<file path="src/rtl/db15_pkg.sv">
// Shared definitions for the DB15 serial joystick reader: scan states and
// the width of the published joystick words.
package db15_pkg;
  localparam int JOY_W = 16;

  typedef enum logic [1:0] {
    IDLE,
    LOAD,
    SHIFT,
    EVAL
  } state_e;
endpackage

</file>
<file path="src/rtl/db15_serial_reader_if.sv">
// Adapter-side lines of the DB15 serial joystick link. The reader drives
// clock and load; the adapter returns serial data.
interface db15_serial_reader_if;
  logic joy_clk;
  logic joy_load;
  logic joy_data;

  modport master (output joy_clk, output joy_load, input joy_data);
  modport slave  (input joy_clk, input joy_load, output joy_data);
endinterface

</file>
<file path="src/rtl/db15_frame_filter.sv">
// Frame-level debounce and presence detection: publishes a raw frame only
// after DEB_FRAMES identical captures; an all-zero frame means no adapter.
module db15_frame_filter
  import db15_pkg::*;
#(
  parameter int NBITS      = 12,
  parameter int DEB_FRAMES = 2
) (
  input  logic               clk,
  input  logic               reset,
  input  logic [2*NBITS-1:0] raw,
  input  logic               eval,
  output logic [JOY_W-1:0]   joystick1,
  output logic [JOY_W-1:0]   joystick2,
  output logic               frame_stb,
  output logic               present
);

  localparam int FW = 2 * NBITS;
  localparam int CW = (DEB_FRAMES > 1) ? $clog2(DEB_FRAMES) : 1;

  logic [FW-1:0]    prev_q, prev_d;
  logic [CW-1:0]    cnt_q, cnt_d;
  logic [JOY_W-1:0] joy1_q, joy1_d, joy2_q, joy2_d;
  logic             present_q, present_d;
  logic             stb_q, stb_d;

  always_comb begin
    prev_d    = prev_q;
    cnt_d     = cnt_q;
    joy1_d    = joy1_q;
    joy2_d    = joy2_q;
    present_d = present_q;
    stb_d     = eval;
    if (eval) begin
      prev_d = raw;
      if (raw == prev_q) begin
        cnt_d = (cnt_q == CW'(DEB_FRAMES - 1)) ? cnt_q : cnt_q + CW'(1);
      end else begin
        cnt_d = '0;
      end
      // A frame stuck at all zeros is what a missing adapter looks like.
      if (raw == '0) begin
        present_d = 1'b0;
        joy1_d    = '0;
        joy2_d    = '0;
      end else begin
        present_d = 1'b1;
        if (cnt_d == CW'(DEB_FRAMES - 1)) begin
          joy1_d            = '0;
          joy2_d            = '0;
          joy1_d[NBITS-1:0] = ~raw[NBITS-1:0];
          joy2_d[NBITS-1:0] = ~raw[FW-1:NBITS];
        end
      end
    end
  end

  always_ff @(posedge clk) begin
    if (reset) begin
      prev_q    <= '0;
      cnt_q     <= '0;
      joy1_q    <= '0;
      joy2_q    <= '0;
      present_q <= 1'b0;
      stb_q     <= 1'b0;
    end else begin
      prev_q    <= prev_d;
      cnt_q     <= cnt_d;
      joy1_q    <= joy1_d;
      joy2_q    <= joy2_d;
      present_q <= present_d;
      stb_q     <= stb_d;
    end
  end

  assign joystick1 = joy1_q;
  assign joystick2 = joy2_q;
  assign present   = present_q;
  assign frame_stb = stb_q;

endmodule

</file>
<file path="src/rtl/db15_serial_reader.sv">
// DB15 serial joystick scanner: drives the adapter's load/clock lines, shifts
// in both players' buttons and hands each full frame to the debounce filter.
module db15_serial_reader
  import db15_pkg::*;
#(
  parameter int CLK_DIV    = 4,
  parameter int NBITS      = 12,
  parameter int GAP        = 64,
  parameter int DEB_FRAMES = 2
) (
  input  logic                 clk,
  input  logic                 reset,
  db15_serial_reader_if.master joy,
  output logic [JOY_W-1:0]     joystick1,
  output logic [JOY_W-1:0]     joystick2,
  output logic                 frame_stb,
  output logic                 present
);

  localparam int FW   = 2 * NBITS;
  localparam int BW   = (FW > 1) ? $clog2(FW) : 1;
  localparam int TMAX = (GAP > 2 * CLK_DIV) ? GAP : 2 * CLK_DIV;
  localparam int TW   = $clog2(TMAX + 1);

  state_e        state_q, state_d;
  logic [TW-1:0] tmr_q, tmr_d;
  logic [BW-1:0] bit_q, bit_d;
  logic          hi_q, hi_d;
  logic [FW-1:0] raw_q, raw_d;
  logic [1:0]    sync_q, sync_d;
  logic          joy_clk_q, joy_clk_d;
  logic          joy_load_q, joy_load_d;
  logic          eval;
  logic          data_s;

  // joy_data is asynchronous to clk; only the second stage is ever used.
  assign data_s = sync_q[1];

  // NOTE: every signal written here gets a default first, so no path leaves
  // one unassigned and no latch is inferred.
  always_comb begin
    state_d = state_q;
    tmr_d   = tmr_q;
    bit_d   = bit_q;
    hi_d    = hi_q;
    raw_d   = raw_q;
    sync_d  = {sync_q[0], joy.joy_data};
    eval    = 1'b0;
    unique case (state_q)
      IDLE: begin
        if (tmr_q == TW'(GAP - 1)) begin
          state_d = LOAD;
          tmr_d   = '0;
        end else begin
          tmr_d = tmr_q + TW'(1);
        end
      end
      LOAD: begin
        if (tmr_q == TW'(2 * CLK_DIV - 1)) begin
          state_d = SHIFT;
          tmr_d   = '0;
          hi_d    = 1'b0;
          bit_d   = '0;
        end else begin
          tmr_d = tmr_q + TW'(1);
        end
      end
      SHIFT: begin
        if (tmr_q == TW'(CLK_DIV - 1)) begin
          tmr_d = '0;
          hi_d  = ~hi_q;
          // Sample at the end of the low phase, when the adapter output has
          // had the whole phase to settle through the synchroniser.
          if (!hi_q) begin
            raw_d[bit_q] = data_s;
          end else if (bit_q == BW'(FW - 1)) begin
            state_d = EVAL;
          end else begin
            bit_d = bit_q + BW'(1);
          end
        end else begin
          tmr_d = tmr_q + TW'(1);
        end
      end
      EVAL: begin
        eval    = 1'b1;
        state_d = IDLE;
        tmr_d   = '0;
      end
      default: state_d = IDLE;
    endcase
    // Line levels are decoded from the next state so the pins come from flops.
    joy_load_d = (state_d != LOAD);
    joy_clk_d  = !((state_d == SHIFT) && !hi_d);
  end

  // NOTE: state flops use non-blocking assignments so every flop samples the
  // values from before this edge, independent of statement order.
  always_ff @(posedge clk) begin
    if (reset) begin
      state_q    <= IDLE;
      tmr_q      <= '0;
      bit_q      <= '0;
      hi_q       <= 1'b0;
      raw_q      <= '0;
      sync_q     <= 2'b11;
      joy_clk_q  <= 1'b1;
      joy_load_q <= 1'b1;
    end else begin
      state_q    <= state_d;
      tmr_q      <= tmr_d;
      bit_q      <= bit_d;
      hi_q       <= hi_d;
      raw_q      <= raw_d;
      sync_q     <= sync_d;
      joy_clk_q  <= joy_clk_d;
      joy_load_q <= joy_load_d;
    end
  end

  assign joy.joy_clk  = joy_clk_q;
  assign joy.joy_load = joy_load_q;

  db15_frame_filter #(
    .NBITS      (NBITS),
    .DEB_FRAMES (DEB_FRAMES)
  ) u_filter (
    .clk       (clk),
    .reset     (reset),
    .raw       (raw_q),
    .eval      (eval),
    .joystick1 (joystick1),
    .joystick2 (joystick2),
    .frame_stb (frame_stb),
    .present   (present)
  );

endmodule

</file>
<file path="src/flat_wrapper.sv">
// flat-port wrapper written by rule: the top's interface ports become plain ports
module db15_serial_reader_flat import db15_pkg::*;
#(
  parameter int CLK_DIV    = 4,
  parameter int NBITS      = 12,
  parameter int GAP        = 64,
  parameter int DEB_FRAMES = 2
)
  (clk, reset, joystick1, joystick2, frame_stb, present, joy_joy_clk, joy_joy_load, joy_joy_data);
  db15_serial_reader_if joy_i ();
  input  logic clk;
  input  logic reset;
  output logic [JOY_W-1:0] joystick1;
  output logic [JOY_W-1:0] joystick2;
  output logic frame_stb;
  output logic present;
  output wire logic [$bits(joy_i.joy_clk)-1:0] joy_joy_clk;
  output wire logic [$bits(joy_i.joy_load)-1:0] joy_joy_load;
  input wire logic [$bits(joy_i.joy_data)-1:0] joy_joy_data;
  assign joy_joy_clk = joy_i.joy_clk;
  assign joy_joy_load = joy_i.joy_load;
  assign joy_i.joy_data = joy_joy_data;
  db15_serial_reader #(.CLK_DIV(CLK_DIV), .NBITS(NBITS), .GAP(GAP), .DEB_FRAMES(DEB_FRAMES)) u_core (.clk(clk), .reset(reset), .joy(joy_i), .joystick1(joystick1), .joystick2(joystick2), .frame_stb(frame_stb), .present(present));
endmodule
</file>
<file path="config.mk">
export PLATFORM = sky130hd
export DESIGN_NAME = db15_serial_reader_flat
export DESIGN_NICKNAME = d
export VERILOG_FILES = /design/src/rtl/db15_pkg.sv /design/src/rtl/db15_serial_reader_if.sv /design/src/rtl/db15_frame_filter.sv /design/src/rtl/db15_serial_reader.sv /design/src/flat_wrapper.sv
export SDC_FILE = /design/constraint.sdc
export NUM_CORES = 1
export LEC_CHECK = 0
export ABC_CLOCK_PERIOD_IN_PS = 4900
export BUFFER_PORTS_ARGS = -buffer_cell sky130_fd_sc_hd__clkbuf_2
export CORE_MARGIN = 10
export CORE_UTILIZATION = 65
export CTS_BUF_LIST = sky130_fd_sc_hd__clkbuf_4
export DETAILED_ROUTE_END_ITERATION = 8
export PLACE_DENSITY = 0.94
export SETUP_SLACK_MARGIN = 0.1
export SLEW_MARGIN = 30
export SYNTH_ARGS = -nofsm -noshare
export SYNTH_HDL_FRONTEND = slang
export SYNTH_SLANG_ARGS = --single-unit
</file>
<file path="constraint.sdc">
create_clock -name clk -period 4.9 [get_ports clk]
set_clock_uncertainty 0.05 [all_clocks]
set_input_delay 0.98 -clock clk [delete_from_list [all_inputs] [get_ports clk]]
set_output_delay 0.98 -clock clk [all_outputs]
set_load 0.02 [all_outputs]
</file>
==> flow_metrics.py <==
metrics = {
    "grt": {
        "grt_pass1_wl_mm": 14.5,
        "groute.usage.overall_pct": 17.6,
        "antenna_found_initial": 0,
        "grt_pass1_vias": 3047,
        "grt_overflow": 0,
        "grt_max_degree": 64,
    },
    "placed_design": {
        "dp_hpwl_mm": 5.91,
        "portBuffers": 30,
        "placed_area_um2": 4220,
        "gp_congestion": 0.836,
    },
    "sta": {
        "hold_viol_final": 0,
        "drv_slew": 0,
        "worst_pin_slew_ps": 810,
        "tns_ps": 0,
        "finalCritPeriodShare_pct": 48.3,
        "hold_ws_ps": 375,
        "rsz0062_at_grt": "no",
        "setup_viol": 0,
        "slew_headroom_pct": 45.9,
        "timing.final.crit_period_ps": 2370,
        "fmax_mhz": 422,
    },
    "finish": {
        "final_nets": 470,
        "syn2layout_area_growth_pct": 6.90,
        "final_cell_mix": "93 x dfxtp_1, 64 x nor2_1, 49 x mux2i_1",
        "layout-drive-gt1-share_pct": 13.0,
        "stdcell_area_um2": 4360,
        "antenna_cells": 0,
        "fillers": 428,
        "final_core_util_pct": 72.8,
        "final_common_cell": "dfxtp_1",
    },
    "hold_path": {
        "hold_path.class": "flop to flop",
    },
    "worst_setup_path": {
        "path_class": "flop to flop",
        "path_cells": "inv_1 > ha_1 > inv_1 > nor4_4 > buf_4 > nand3_1 > mux2i_1 > nor2_1",
        "worstPathArrival_ps": 2630,
        "cp_common_cell": "inv_1",
        "end_kind": "flop",
        "cp_slowest_stage_delay_ps": 550,
        "cp_slowest_cell": "nor4_4",
        "worstPathMaxFanout": 16,
        "worstPathRequired_ps": 5160,
        "startpoint_type": "flop",
    },
    "power_and_ir_drop": {
        "swShare_pct": 23.1,
        "powerDensity_nw_per_um2": 276,
        "combPwrFrac_pct": 2.2,
        "p_switching_uw": 278,
        "power_frac_seq_pct": 63.4,
        "power_frac_clock_pct": 34.4,
        "leakagePower_uw": 0.00196,
        "max-vdd-ir-drop_mv": 0.175,
        "internal-power_uw": 926,
    },
    "synthesis": {
        "synth_xor_area_share_pct": 6.44,
        "ys.flop_type": "dfxtp_1",
        "synth_compound_gate_area_share_pct": 7.79,
        "synth-edff-count": 0,
        "synthArstFlopShare_pct": 0,
        "yosysSeqAreaShare_pct": 45.6,
        "synthCells": 438,
        "yosys-top-cells-area": "dfxtp_1 46%, mux2i_1 12%, xor2_1 6.0%, nor2_1 5.9%, o22ai_1 3.7%",
        "netlist.area_leader.share_pct": 45.6,
        "synthMuxAreaShare_pct": 12.3,
        "synth_area_leader_cell": "dfxtp_1",
        "synth-simple-area-share_pct": 18.0,
        "synth_top_family_by_area": "simple AND/OR/NAND/NOR gates",
        "ys_ff_latch": 93,
        "netlist_area_um2": 4080,
        "syn-mean-instance-area_um2": 9.32,
        "synth_fa_ha_area_share_pct": 2.76,
        "yosysUniqueCellTypes": 48,
        "synth_warnings": 0,
    },
    "detailed_routing": {
        "final_antenna_net_count": 0,
        "first_iter_violations": 221,
        "vias": 3142,
        "wl_per_cell_um": 16.0,
        "avgViaCountPerCell": 5.84,
        "wirelength_mm": 8.61,
        "firstDrtPassIters": 6,
        "drc": 0,
    },
    "floorplanning": {
        "pin_count": 39,
        "start_util_pct": 68.1,
        "core_um2": 5990,
        "die_height_um": 99.2,
        "dieArea_um2": 9850,
        "die_w_um": 99.2,
        "core.rowCount": 28,
    },
    "cts": {
        "cts_tree": "done",
        "cts_root_buf": "clkbuf_4",
        "clock_sinks": 93,
        "cts.htree.levels": 3,
        "clock_path_buffers": 2,
        "cts_setup_buffers": 0,
        "cts_buffers": 9,
        "cts_hold_buf": 0,
        "cts.repair.resized": 0,
        "clk_pin_slew_worst_paths_ps": 130,
        "worstSkewPairLatency_ps": 430,
    },
    "flow_run": {
        "maxCapViolations": 0,
    },
    "run_status": {
        "status": "completed",
    },
}
-- cells by family after synthesis --
kind of cell	after synthesis
and+or+nand+nor	145
DFF	93
buffers and inverters	65
muxes	50
AOI/OAI and AO/OA	45
xor gates and xnor gates	30
adders and majority gates	9
other	1
-- Yosys cell counts (all sizes together), types with 2 or more instances --
master / number
xnor2: 2
or4: 4
o21ai: 8
dfxtp: 93
a31oi: 3
mux2i: 49
or3: 3
nor2: 64
nand3: 27
clkbuf: 16
xor2: 28
nor3: 2
and3: 4
a21oi: 2
nand2b: 2
nand2: 10
nor3b: 3
ha: 9
buf: 16
nor4: 12
o22ai: 24
nor2b: 3
or2: 2
inv: 33
nand4: 4
-- per-stage QoR --
stage / total power [uW] / setup slack, ps / std cells
5_1_grt: 1240 / 2330 / 538
6_report: 1200 / 2530 / 538
3_5_place_dp: 806 / 2280 / 522
3_3_place_gp: 805 / 2370 / 521
2_1_floorplan: 805 / 2720 / 445
4_1_cts: 1210 / 2250 / 538
-- worst max-delay path: cells and delay by family (launching register included) --
family                     cells  cell delay, ps
buffers and inverters          3             600
and+or+nand+nor                3             720
adders and majority gates      1             320
muxes                          1             190
DFF                            1             380
-- per-layer routing --
layer,up-vias,wire [um],share of wire (%),GRT usage [%]
li1,1528,-,-,-
met1,1476,3760,44,21.0
met2,118,3990,46,28.4
met3,20,614,7.1,4.01
met4,0,244,2.8,10.0
met5,-,0,0,0
-- path summary, 6_finish.rpt --
check / startpoint / end / slack, ps / cells after the start
setup reg to reg: u_core.state_q[0] / u_core.raw_q[11] / 2530 / 8
hold / removal: u_core.sync_q[0] / u_core.sync_q[1] / 370 / 1
setup / recovery: u_core.state_q[0] / u_core.raw_q[11] / 2530 / 8
hold reg to reg: u_core.sync_q[0] / u_core.sync_q[1] / 370 / 1
-- registers in the layout, summed over array words and instances (netlist names) --
name	count
u_core.u_filter.joystick1	12
u_core.u_filter.frame_stb	1
u_core.sync_q	2
u_core.state_q	2
u_core.bit_q	5
u_core.hi_q	1
u_core.joy.joy_clk	1
u_core.u_filter.joystick2	12
u_core.raw_q	24
u_core.u_filter.prev_q	24
u_core.tmr_q	7
u_core.joy.joy_load	1
u_core.u_filter.present	1
-- power groups by stage --
stage,logic [uW],registers [uW],clock network [uW]
finish,27.0,763,414
global route,29.9,764,441
CTS,26.3,763,419
detailed placement,26.2,780,0
global placement,25.7,779,0
floorplan,28.1,777,0
-- cell type report --
| cell class | instances | area (um^2) | share of cell area (%) |
|---|---|---|---|
| multi-input combinational | 287 | 1960 | 45.0 |
| sequential | 93 | 1860 | 42.7 |
| timing repair buffer | 34 | 180 | 4.13 |
| inverter | 33 | 124 | 2.84 |
| tap | 75 | 93.8 | 2.15 |
| clock buffer | 10 | 75.1 | 1.72 |
| clock inverter | 6 | 62.6 | 1.43 |
Power figures use the tool's default switching activity.
